--- src/rtl/lat_pkg.sv ---
// Shared constants and width helpers for the fixed-latency delay line and its output buffer.
// Pure declarations: no logic, no latency, no flow control.
package lat_pkg;

    localparam int LAT_DATA_WIDTH = 8;
    localparam int LAT_LATENCY    = 3;

    function automatic int clog2(input int v);
        int r;
        r = 0;
        while ((1 << r) < v) r++;
        return r;
    endfunction

    // Counter that must be able to hold the value 'depth' itself.
    function automatic int cnt_w(input int depth);
        return clog2(depth + 1);
    endfunction

    function automatic int ptr_w(input int depth);
        return (depth < 2) ? 1 : clog2(depth);
    endfunction

endpackage

--- src/rtl/lat_credit_ctr.sv ---
// Up/down saturating credit counter for stages without backpressure; flags issue with no credit.
// Latency: o_ok is combinational from the count register; updates land one cycle after i_dec/i_inc.
// Backpressure: none; an i_dec while empty is ignored and latches the sticky o_err flag.
module lat_credit_ctr
    import lat_pkg::*;
#(
    parameter int MAX = 4,
    parameter int W   = cnt_w(MAX)
) (
    input  logic clk,
    input  logic rst_n,
    input  logic i_dec,
    input  logic i_inc,
    output logic o_ok,
    output logic o_err
);

    localparam logic [W-1:0] MAXV = W'(MAX);
    localparam logic [W-1:0] ONE  = W'(1);

    logic [W-1:0] r_cnt;
    logic         r_err;
    logic         w_take;
    logic         w_full;

    assign w_take = i_dec & (r_cnt != '0);
    assign w_full = (r_cnt == MAXV);
    assign o_ok   = (r_cnt != '0);
    assign o_err  = r_err;

    always_ff @(posedge clk or negedge rst_n) begin
        if (!rst_n) begin
            r_cnt <= MAXV;
            r_err <= 1'b0;
        end else begin
            if (w_take && !i_inc) begin
                r_cnt <= r_cnt - ONE;
            end else if (i_inc && !w_take && !w_full) begin
                r_cnt <= r_cnt + ONE;
            end
            if (i_dec && (r_cnt == '0)) begin
                r_err <= 1'b1;
            end
        end
    end

endmodule

--- src/rtl/latency_credit_buf.sv ---
// Credit-managed FWFT output buffer behind a no-backpressure delay line. Optional: LATENCY_CREDIT_BUF_STATS_EN.
// Latency: in_valid sampled at one edge is visible on m_valid/m_data right after that edge.
// Backpressure: m_ready stalls the FIFO; upstream is throttled only through issue_ok credits.
module latency_credit_buf
    import lat_pkg::*;
#(
    parameter int DATA_WIDTH = LAT_DATA_WIDTH,
    parameter int DEPTH      = 4
) (
    input  logic                      clk,
    input  logic                      rst_n,
    input  logic                      issue,
    output logic                      issue_ok,
    input  logic                      in_valid,
    input  logic [DATA_WIDTH-1:0]     in_data,
    output logic                      m_valid,
    output logic [DATA_WIDTH-1:0]     m_data,
    input  logic                      m_ready,
    output logic                      err_credit,
    output logic                      err_ovf
`ifdef LATENCY_CREDIT_BUF_STATS_EN
    ,
    output logic [cnt_w(DEPTH)-1:0]   occ_max,
    output logic [15:0]               drop_cnt
`endif
);

    localparam int CW = cnt_w(DEPTH);
    localparam int PW = ptr_w(DEPTH);
    localparam logic [CW-1:0] DEPTH_C = CW'(DEPTH);
    localparam logic [CW-1:0] CNT_ONE = CW'(1);
    localparam logic [PW-1:0] PTR_ONE = PW'(1);
    localparam logic [PW-1:0] LAST    = PW'(DEPTH - 1);

    logic [DATA_WIDTH-1:0] r_mem [DEPTH];
    logic [PW-1:0]         r_rd;
    logic [PW-1:0]         r_wr;
    logic [CW-1:0]         r_count;
    logic                  r_err_ovf;

    logic w_pop;
    logic w_full;
    logic w_push;
    logic w_ovf;

    assign m_valid = (r_count != '0);
    // Gate the head read so m_data is defined-zero while empty (storage is never reset).
    assign m_data  = m_valid ? r_mem[r_rd] : '0;
    assign w_pop   = m_valid & m_ready;
    assign w_full  = (r_count == DEPTH_C);
    assign w_push  = in_valid & (!w_full | w_pop);
    assign w_ovf   = in_valid & w_full & !w_pop;
    assign err_ovf = r_err_ovf;

    lat_credit_ctr #(
        .MAX (DEPTH)
    ) u_credit (
        .clk   (clk),
        .rst_n (rst_n),
        .i_dec (issue),
        .i_inc (w_pop),
        .o_ok  (issue_ok),
        .o_err (err_credit)
    );

    always_ff @(posedge clk) begin
        if (w_push) begin
            r_mem[r_wr] <= in_data;
        end
    end

    always_ff @(posedge clk or negedge rst_n) begin
        if (!rst_n) begin
            r_rd      <= '0;
            r_wr      <= '0;
            r_count   <= '0;
            r_err_ovf <= 1'b0;
        end else begin
            if (w_push) begin
                r_wr <= (r_wr == LAST) ? '0 : r_wr + PTR_ONE;
            end
            if (w_pop) begin
                r_rd <= (r_rd == LAST) ? '0 : r_rd + PTR_ONE;
            end
            if (w_push && !w_pop) begin
                r_count <= r_count + CNT_ONE;
            end else if (w_pop && !w_push) begin
                r_count <= r_count - CNT_ONE;
            end
            if (w_ovf) begin
                r_err_ovf <= 1'b1;
            end
        end
    end

`ifdef LATENCY_CREDIT_BUF_STATS_EN
    logic [CW-1:0] r_occ_max;
    logic [15:0]   r_drop_cnt;

    assign occ_max  = r_occ_max;
    assign drop_cnt = r_drop_cnt;

    always_ff @(posedge clk or negedge rst_n) begin
        if (!rst_n) begin
            r_occ_max  <= '0;
            r_drop_cnt <= '0;
        end else begin
            if (r_count > r_occ_max) begin
                r_occ_max <= r_count;
            end
            if (w_ovf && (r_drop_cnt != 16'hFFFF)) begin
                r_drop_cnt <= r_drop_cnt + 16'd1;
            end
        end
    end
`endif

endmodule

--- config.mk ---
export PLATFORM = sky130hd
export DESIGN_NAME = latency_credit_buf
export DESIGN_NICKNAME = d
export VERILOG_FILES = /design/src/rtl/lat_pkg.sv /design/src/rtl/lat_credit_ctr.sv /design/src/rtl/latency_credit_buf.sv
export SDC_FILE = /design/constraint.sdc
export NUM_CORES = 1
export LEC_CHECK = 0
export CAP_MARGIN = 20
export CORE_ASPECT_RATIO = 1.75
export CORE_MARGIN = 2
export CORE_UTILIZATION = 45
export DETAILED_ROUTE_END_ITERATION = 8
export PLACE_DENSITY = 0.67
export SETUP_SLACK_MARGIN = 0.1
export SLEW_MARGIN = 30
export SYNTH_ARGS = -nofsm -noshare
export SYNTH_HDL_FRONTEND = slang
export SYNTH_HIERARCHICAL = 1
export SYNTH_SLANG_ARGS = --single-unit
export TNS_END_PERCENT = 100
--- constraint.sdc ---
create_clock -name clk -period 2.4 [get_ports clk]
set_input_delay 0.72 -clock clk [delete_from_list [all_inputs] [get_ports clk]]
set_output_delay 0.72 -clock clk [all_outputs]
set_load 0.02 [all_outputs]
==> impl_summary.md, run 1 <==
CTS
In this run, CTS created clock tree buffers numbering 5. TritonCTS built the clock tree. The H-tree was split into 2 levels.

The number of clock sinks is 44. The clock latency reported for the late side of the worst-skew pair is ~0.30 ns. The clock slew at the register clock pins of the worst setup and hold paths is ~0.08 ns. The number of buffers on the longest clock path is 2.

CTS placed an instance of sky130_fd_sc_hd__clkbuf_8 at the clock tree root.

Routing
The total detailed-routing wirelength is roughly 3700 um. The DRC violation total after the first TritonRoute iteration is 9. After detailed routing, the number of vias per cell comes to approximately 5. For this run, the detailed router's first-pass iteration total came to 4. In this run the remaining antenna-violating nets after routing total 0. The total via count in the routed design is 1112. Dividing the detail-routed wire length by the instance count gives between 15 and 20 um. The DRC violation count after routing is 0.

Timing
The final count of hold timing violations came to 0. In the finished design, the share of the clock period the worst path needs comes to 100%. Headroom to the max-slew limit came out at between 60 and 70%.

For the pin with the worst max-slew slack, the measured transition is between 0.5 and 0.6 ns. For this run, the top clock speed supported by timing is about 0.42 GHz. Setup repair after global routing could not meet its margin everywhere. On the final layout, the worst clock skew is approximately 0.0044 ns.

The final count of pins violating max slew is 0. The final setup violation count is 2. The final critical-path required period is 2.41 ns.

The post-route worst setup slack is -0.00947 ns.

Floorplan
The placeable core area is around 4400 sq um. The number of placement rows is 32. The die footprint is around 5100 sq um. 25 I/O pins were placed.

The die is 54.8 um wide. The initial utilization of the core area, before any placement, comes to between 40% and 50%. The die is 93.0 um tall.

Logic synthesis
Summing the sequential cell areas from Yosys gives about 62% of the chip area. A synthesized cell averages between 15 and 20 sq um. The cell taking the most area after synthesis is sky130_fd_sc_hd__edfxtp_1. The synthesized instance count is ~120. For this run, asynchronously set or reset flops after synthesis account for between 20% and 30%.

Counting instances in the post-synthesis netlist gives the leading cell types as 32 x sky130_fd_sc_hd__edfxtp_1, 11 x sky130_fd_sc_hd__and2_1, 11 x sky130_fd_sc_hd__dfrtp_1. The post-synthesis net count is roughly 150. The number of different library cells in the post-synthesis netlist is 36. Summing every instance area after synthesis gives a little over 2000 sq um. The register bit count reported by yosys is 44. Summed over its instances, the top area cell type makes up between 40% and 50% of the synthesized netlist area. The count of flip-flops with a built-in enable after synthesis is 32.

After synthesis, the cell types taking the most area are sky130_fd_sc_hd__edfxtp_1 47%, sky130_fd_sc_hd__dfrtp_1 14%, sky130_fd_sc_hd__mux4_1 9.0%, sky130_fd_sc_hd__ha_1 3.7%, sky130_fd_sc_hd__and2_1 3.4%. The count of warnings emitted by yosys is 6. The most used flip-flop cell after synthesis is sky130_fd_sc_hd__edfxtp_1.

By instance count, the leading cell after synthesis is sky130_fd_sc_hd__edfxtp_1.

Global routing
The global routing usage summed across all routing layers is a little under a fifth. The number of global-route vias before repair is approximately 1300. The pin count of the biggest net entering global routing is 15. The total global routing overflow is 0. The first-pass GRT wire length is between 6000 and 7000 um. The initial antenna violation count is 0.

Worst setup path
The critical path goes through buf_6, buf_4, mux4_2, and2_4, buf_6. The classification of the worst setup path is flop to output port. The highest cell delay on the worst timing path is 0.47 ns. The worst setup path is launched from a flop. The worst path arrival time is ~1.7 ns. The critical path capture point type is an output port. The standard cell with the maximum stage delay on the critical path is sky130_fd_sc_hd__mux4_2.

STA puts the critical path data required time at 1.68 ns. The kind of cell with the highest combined delay on the critical path is multiplexers. Together, buffers and inverters on the worst path number 3. Among the stages of the critical path, the cell type that occurs most often is sky130_fd_sc_hd__buf_6. The largest fanout of any net on the critical path is 5.

Placement
The total placed instance area is about 2400 sq um. The final HPWL from detailed placement is about 2600 um. The post-place setup slack is -0.268 ns. Routability-driven placement finished with a final weighted congestion of about 0.65.

Input and output buffers added on the ports amount to 24.

Pwr
The total leakage power is around 1.0 nW. The total power after layout is between 3 and 4 mW. For this design the ratio of total power to cell area is ~1300 nW/um^2. Across the VDD grid, the largest voltage drop is 0.000915 V.

Outcome
The flow ran to the end, but the final reports show violations. The checks that failed: negative setup slack.

Final layout
The multi-input combinational cells in the finished layout cover a total of approximately 700 sq um. Of the cells placed in the final design, the portion with a size suffix greater than 1 is 35.1%. The filler cell count is 357. The number of diodes is 0.

In the final layout, flip-flops and latches occupy between 1000 and 1500 sq um. The post-layout instance area is 2530 sq um. The growth of design area from synthesis to finish is 24.2%. The net count of the finished layout is between 150 and 200.

Hold path
The class of the most critical hold timing path is flop to flop.

Run
The max-cap check violation count is 0.
power breakdown:
part / leakage [nW] / internal (mW) / switching, mW
Clock: 0.0378 / 0.201 / 0.253
Combinational: 0.533 / 0.897 / 0.719
Sequential: 0.428 / 1.04 / 0.138
Total: 0.999 / 2.14 / 1.11
layout make-up:
class / instances / area share [%]
clock buffer: 5 / 2.72
clock inverter: 3 / 0.742
inverter: 8 / 1.19
multi-input combinational: 66 / 27.6
sequential: 44 / 50.0
tap: 51 / 2.52
timing repair buffer: 42 / 15.3
cells in the final DEF, fill, tap and decap left out, types with 2 or more instances in the layout:
| cell | instances |
|---|---|
| sky130_fd_sc_hd__clkbuf_8 | 5 |
| sky130_fd_sc_hd__buf_6 | 11 |
| sky130_fd_sc_hd__clkinvlp_4 | 2 |
| sky130_fd_sc_hd__xnor2_1 | 2 |
| sky130_fd_sc_hd__and2_1 | 5 |
| sky130_fd_sc_hd__ha_1 | 6 |
| sky130_fd_sc_hd__buf_4 | 14 |
| sky130_fd_sc_hd__inv_1 | 8 |
| sky130_fd_sc_hd__and2_4 | 7 |
| sky130_fd_sc_hd__dlygate4sd2_1 | 2 |
| sky130_fd_sc_hd__clkdlybuf4s50_1 | 13 |
| sky130_fd_sc_hd__nor2_1 | 7 |
| sky130_fd_sc_hd__mux2_4 | 4 |
| sky130_fd_sc_hd__nand2_1 | 2 |
| sky130_fd_sc_hd__or3_1 | 2 |
| sky130_fd_sc_hd__edfxtp_1 | 32 |
| sky130_fd_sc_hd__mux4_2 | 7 |
| sky130_fd_sc_hd__o21bai_1 | 2 |
| sky130_fd_sc_hd__dfrtp_1 | 10 |
| sky130_fd_sc_hd__xor2_1 | 3 |
worst reg2reg max path, stage by stage (launching register included):
cell and delay, ns:
sky130_fd_sc_hd__dfrtp_1 0.38, sky130_fd_sc_hd__or3_1 0.36, sky130_fd_sc_hd__buf_4 0.20, sky130_fd_sc_hd__nand2_4 0.09, sky130_fd_sc_hd__inv_1 0.05, sky130_fd_sc_hd__nand3b_1 0.17, sky130_fd_sc_hd__fa_2 0.55, sky130_fd_sc_hd__inv_1 0.04
sky130_fd_sc_hd__o21ai_0 0.14, sky130_fd_sc_hd__o31ai_1 0.10
through the flow:
| step | util (%) | cells | setup TNS [ns] | hold slack (ns) |
|---|---|---|---|---|
| 2_1_floorplan | - | 124 | 0 | 0.424 |
| 3_3_place_gp | 54.6 | 206 | -0.809 | 0.440 |
| 3_5_place_dp | 54.6 | 206 | -1.85 | 0.451 |
| 4_1_cts | 57.6 | 219 | -0.0651 | 0.471 |
| 5_1_grt | 57.9 | 219 | -0.245 | 0.488 |
| 6_report | 57.9 | 219 | -0.0103 | 0.462 |
state kept, by name, indices dropped and copies added, names as in the netlist:
signal,count
err_ovf,1
r_count,3
r_mem,32
r_rd,2
r_wr,2
u_credit/o_err,1
u_credit/r_cnt,3
layer usage:
| metal | track usage (%) | vias up | wire [um] | part of all wire (%) |
|---|---|---|---|---|
| met3 | 3.99 | 7 | 126 | 3.4 |
| met1 | 21.0 | 543 | 1400 | 38 |
| met2 | 29.2 | 24 | 2040 | 56 |
| met4 | 11.3 | 0 | 99 | 2.7 |
| met5 | 0 | - | 0 | 0 |
| li1 | - | 538 | - | - |
repair_timing:
item / in CTS / in global routing
endpoints found under the setup margin: 11 / 12
pin swaps: 6 / 1
hold buffers: 0 / 0
gates resized for setup: 64 / 8
setup buffers: 5 / 0
final timing paths:
check / startpoint / to / slack [ns] / cells after the start
setup / recovery: r_rd[0] / m_data[3] / -0.009 / 5
min in group asynchronous: rst_n / u_credit/o_err / 0.78 / 1
hold / removal: err_ovf / err_ovf / 0.46 / 1
setup reg to reg: r_count[2] / u_credit/r_cnt[1] / 0.22 / 9
hold reg to reg: err_ovf / err_ovf / 0.46 / 1
max in group asynchronous: rst_n / r_rd[1] / 1.21 / 1
logic make-up after synthesis:
| logic type | Yosys count | share of synthesized area [%] |
|---|---|---|
| and+or+nand+nor | 31 | 9.22 |
| muxes | 13 | 13.6 |
| adders and majority gates | 8 | 5.65 |
| AOI/OAI and AO/OA | 9 | 3.20 |
| xor gates and xnor gates | 5 | 2.15 |
| DFF | 44 | 62.0 |
| buffers and inverters | 14 | 4.12 |
Power figures use the tool's default switching activity.
==> run 2, diff against run 1 <==
--- a/config.mk
+++ b/config.mk
@@ -5,7 +5,7 @@
 export SDC_FILE = /design/constraint.sdc
 export NUM_CORES = 1
 export LEC_CHECK = 0
-export CAP_MARGIN = 20
+export CAP_MARGIN = 0
 export CORE_ASPECT_RATIO = 1.75
 export CORE_MARGIN = 2
 export CORE_UTILIZATION = 45
==> results of run 2 <==
No change in the layout: final DEF, timing and power equal those of run 1.
==> run 3, diff against run 2 <==
--- a/config.mk
+++ b/config.mk
@@ -9,9 +9,9 @@
 export CORE_ASPECT_RATIO = 1.75
 export CORE_MARGIN = 2
 export CORE_UTILIZATION = 45
+export CTS_BUF_LIST = sky130_fd_sc_hd__clkbuf_4 sky130_fd_sc_hd__clkbuf_8
 export DETAILED_ROUTE_END_ITERATION = 8
 export PLACE_DENSITY = 0.67
-export SETUP_SLACK_MARGIN = 0.1
 export SLEW_MARGIN = 30
 export SYNTH_ARGS = -nofsm -noshare
 export SYNTH_HDL_FRONTEND = slang
==> run 3 against run 2 <==
  * The flow now finishes without violations
  * Final cell count fell by 1.4%
  * Core utilization fell by 1.1 points
  * Clock skew rose by 0.0012 ns
  * Non-clock buffer count fell by 3
  * Final area fell by 1.8%
  * Die area did not move
  * Critical path depth did not move
  * Sequential share of layout area rose by 0.93 points
  * Clock power rose by 0.9%
  * Sequential power barely moved
  * First-iteration DRC count rose by 56%
  * Total power fell by 3.3%
  * Largest cell class unchanged
  * Largest power group unchanged
  * Highest routed layer unchanged
==> impl_summary.md, run 3 (synthesized netlist as in run 1, its figures left out) <==
Worst setup path
The worst setup path is of the flop to output port kind. The depth of the most critical reg-to-reg path is 9. The highest cell delay on the worst timing path is between 0.4 and 0.5 ns.

The start point of the critical path is r_rd[0]. The end of the worst register-to-register path is u_credit/r_cnt[1]. STA classifies the critical path endpoint as an output port. For this design, the slowest cell found on the critical path is sky130_fd_sc_hd__mux4_2.

The worst path arrival time is ~1.7 ns. Following the worst setup path forward leads to its endpoint at m_data[1]. Traced cell by cell, the critical path runs through buf_6, buf_6, mux4_2, and2_4, buf_6. In this run the critical register-to-register path is launched from r_count[2]. The kind of start point of the critical path is a flop. The slack of the worst reg-to-reg path is approximately 0.25 ns. The required time at the endpoint of the critical path is around 1.7 ns. The cell that appears most often on the critical path is sky130_fd_sc_hd__buf_6. The largest fanout of any net on the critical path is 4.

Routing
For this block, the routed nets add up to about 3700 um of wire. The antenna violation net count after detailed routing is 0. Using the TritonRoute via totals, the vias-per-cell ratio works out to approximately 5.1. In the final routed layout, each cell accounts on average for 17.0 um. The detailed router placed 1102 vias in this run. Before antenna repair, the detailed router went through 4 iterations. The DRC violation total after the first TritonRoute iteration is 14.

For this run, design rule violations remaining after detail routing come to 0.

Final layout
The register with the most flip-flops in the layout has 32 of them. The ratio of cells with drive above 1 in the final layout is between 30% and 40%. From synthesis to final layout, the design area changed by 21.9%. In the layout the commonest cells are 32 x sky130_fd_sc_hd__edfxtp_1, 16 x sky130_fd_sc_hd__buf_4, 14 x sky130_fd_sc_hd__clkdlybuf4s50_1, 10 x sky130_fd_sc_hd__dfrtp_1.

Summing all non-filler instances in the final layout gives an area of approximately 2500 sq um. After the last flow step, the layout net total stands at roughly 190. Leaving out fill and tap cells, the most frequent cell in the layout is sky130_fd_sc_hd__edfxtp_1. The largest registers in the layout are r_mem: 32 flops, r_count: 3 flops, u_credit/r_cnt: 3 flops. Fill cells in the final layout number roughly 360. The register ranked first by flip-flop count is r_mem.

Excluding fillers, the count of instances in the completed layout stands at 216. 0 antenna diodes ended up in the layout.

Timing
The worst path in the final design needs a cycle of around 2.4 ns, including I/O delays and setup. The tightest hold margin is around 0.46 ns. The worst max-slew margin expressed relative to the limit is 61.5%. Based on the critical path, the design can be clocked at up to approximately 0.42 GHz. The final setup violation count is 0. The final count of hold timing violations is 0. After layout, the worst path uses around 100% of the clock period.

Between clock sinks in the finished design, the worst skew comes to about 0.0056 ns. Setup repair after global routing could not meet its margin everywhere. The final count of pins violating max slew came to 0. The transition time of the tightest slew-check pin is 0.576 ns.

Run
The max-cap check violation count is 0.

Global routing
The pin count of the biggest net entering global routing is 15. Global routing consumed, on the met3 layer, 4.63% of the routing resources. The initial antenna violation count is 0. met2 is the most crowded layer. The met1 routing resource usage after global routing is 20.1%. The total global routing overflow is 0. The first global-routing pass estimated slightly above 6000 um of wire. For this run, the total global-route usage over all layers was measured as between 10% and 20%.

The met2 layer usage reported by global route is between 20 and 30%. The number of global-route vias before repair is ~1300.

CTS
The clock slew at the register clock pins of the worst setup and hold paths is ~0.08 ns. TritonCTS built the clock tree. The H-tree was split into 2 levels. The count of hold-fix buffers inserted at cts is 0.

The clock passes through at most 2 buffers. The later pin in the worst-skew pair is clocked with a latency of a little over 0.3 ns. The number of clock buffers inserted by TritonCTS is 5.

The cell chosen for the clock root is sky130_fd_sc_hd__clkbuf_8. For this design, the sink count on the clock tree is 44.

Placement
After legalization and detailed placement, the total HPWL measured between 2000 and 3000 um. The total placed instance area is about 2400 sq um. During placement, the flow inserted port buffers numbering 24. The final weighted congestion in routability-driven placement is between 0.6 and 0.7.

The cell count after placement is 206.

Floorplan
The floorplan step defined a core boundary enclosing 4360 sq um. Row generation in the floorplan step produced 32 rows. The die footprint is around 5100 sq um. Measured along the x axis, the die boundary spans between 50 and 60 um. The initial core utilization is 46.6%. Measured along the y axis, the die boundary spans between 90 and 100 um. In this run the count of I/O pins placed on the die edge is 25.

Outcome
The run finished with clean final reports.

Pwr
In this run the power density over the cells is 1270 nW/um^2. The analysis attributes to cell leakage a power of roughly 0.97 nW. IR analysis of the VDD net gives a maximum drop of between 0.0009 and 0.001 V.

Hold path
Counting instances, the worst hold path has a depth of 1. The min-delay analysis places its worst path in the category flop to flop.
==> run 3: worst max-delay path, delay by kind of cell, from the launching register on <==
| kind | cells | cell delay [ns] |
|---|---|---|
| buffers and inverters | 3 | 0.34 |
| DFF | 1 | 0.39 |
| muxes | 1 | 0.48 |
| and+or+nand+nor | 1 | 0.15 |
==> run 3: timing repair <==
action | in CTS | in global routing
setup endpoints to repair | 10 | 9
gates resized for setup | 47 | 13
pin swaps | 1 | 4
buffers inserted | 2 | 0
==> run 3: routing by layer <==
metal | up-vias | wire, um
li1 | 529 | -
met1 | 538 | 1410
met2 | 27 | 2000
met3 | 8 | 128
met4 | 0 | 130
met5 | - | 0
==> run 3: report_power, final <==
group	switching, mW	internal [mW]	total [mW]
Combinational	0.697	0.806	1.50
Clock	0.257	0.201	0.458
Sequential	0.139	1.04	1.18
Total	1.09	2.05	3.14
==> run 3: area by class of cell <==
cell class,count,area (sq um),area share [%]
clock inverters,3,18.8,0.756
multi-input cells,66,687,27.7
clock buffers,5,68.8,2.77
repair buffers,39,350,14.1
inverters,8,30.0,1.21
well taps,51,63.8,2.57
flip-flops and latches,44,1260,50.9
==> run 3: worst min path at each step <==
stage	endpoint	start	slack (ns)
floorplan	err_ovf	rst_n	0.42
global placement	err_ovf	err_ovf	0.44
detailed placement	err_ovf	err_ovf	0.45
CTS	err_ovf	err_ovf	0.47
global route	err_ovf	err_ovf	0.49
finish	err_ovf	err_ovf	0.46
==> run 3: through the flow <==
step / setup WS (ns) / util, % / TNS, ns / power [mW]
after floorplan: 0.197 / - / 0 / 2.08
after global placement: -0.156 / 54.6 / -0.809 / 2.54
after detailed placement: -0.268 / 54.6 / -1.85 / 2.62
after CTS: -0.0245 / 56.4 / -0.0596 / 3.09
after global routing: -0.0443 / 56.9 / -0.178 / 3.36
final: 0.0103 / 56.9 / 0 / 3.14
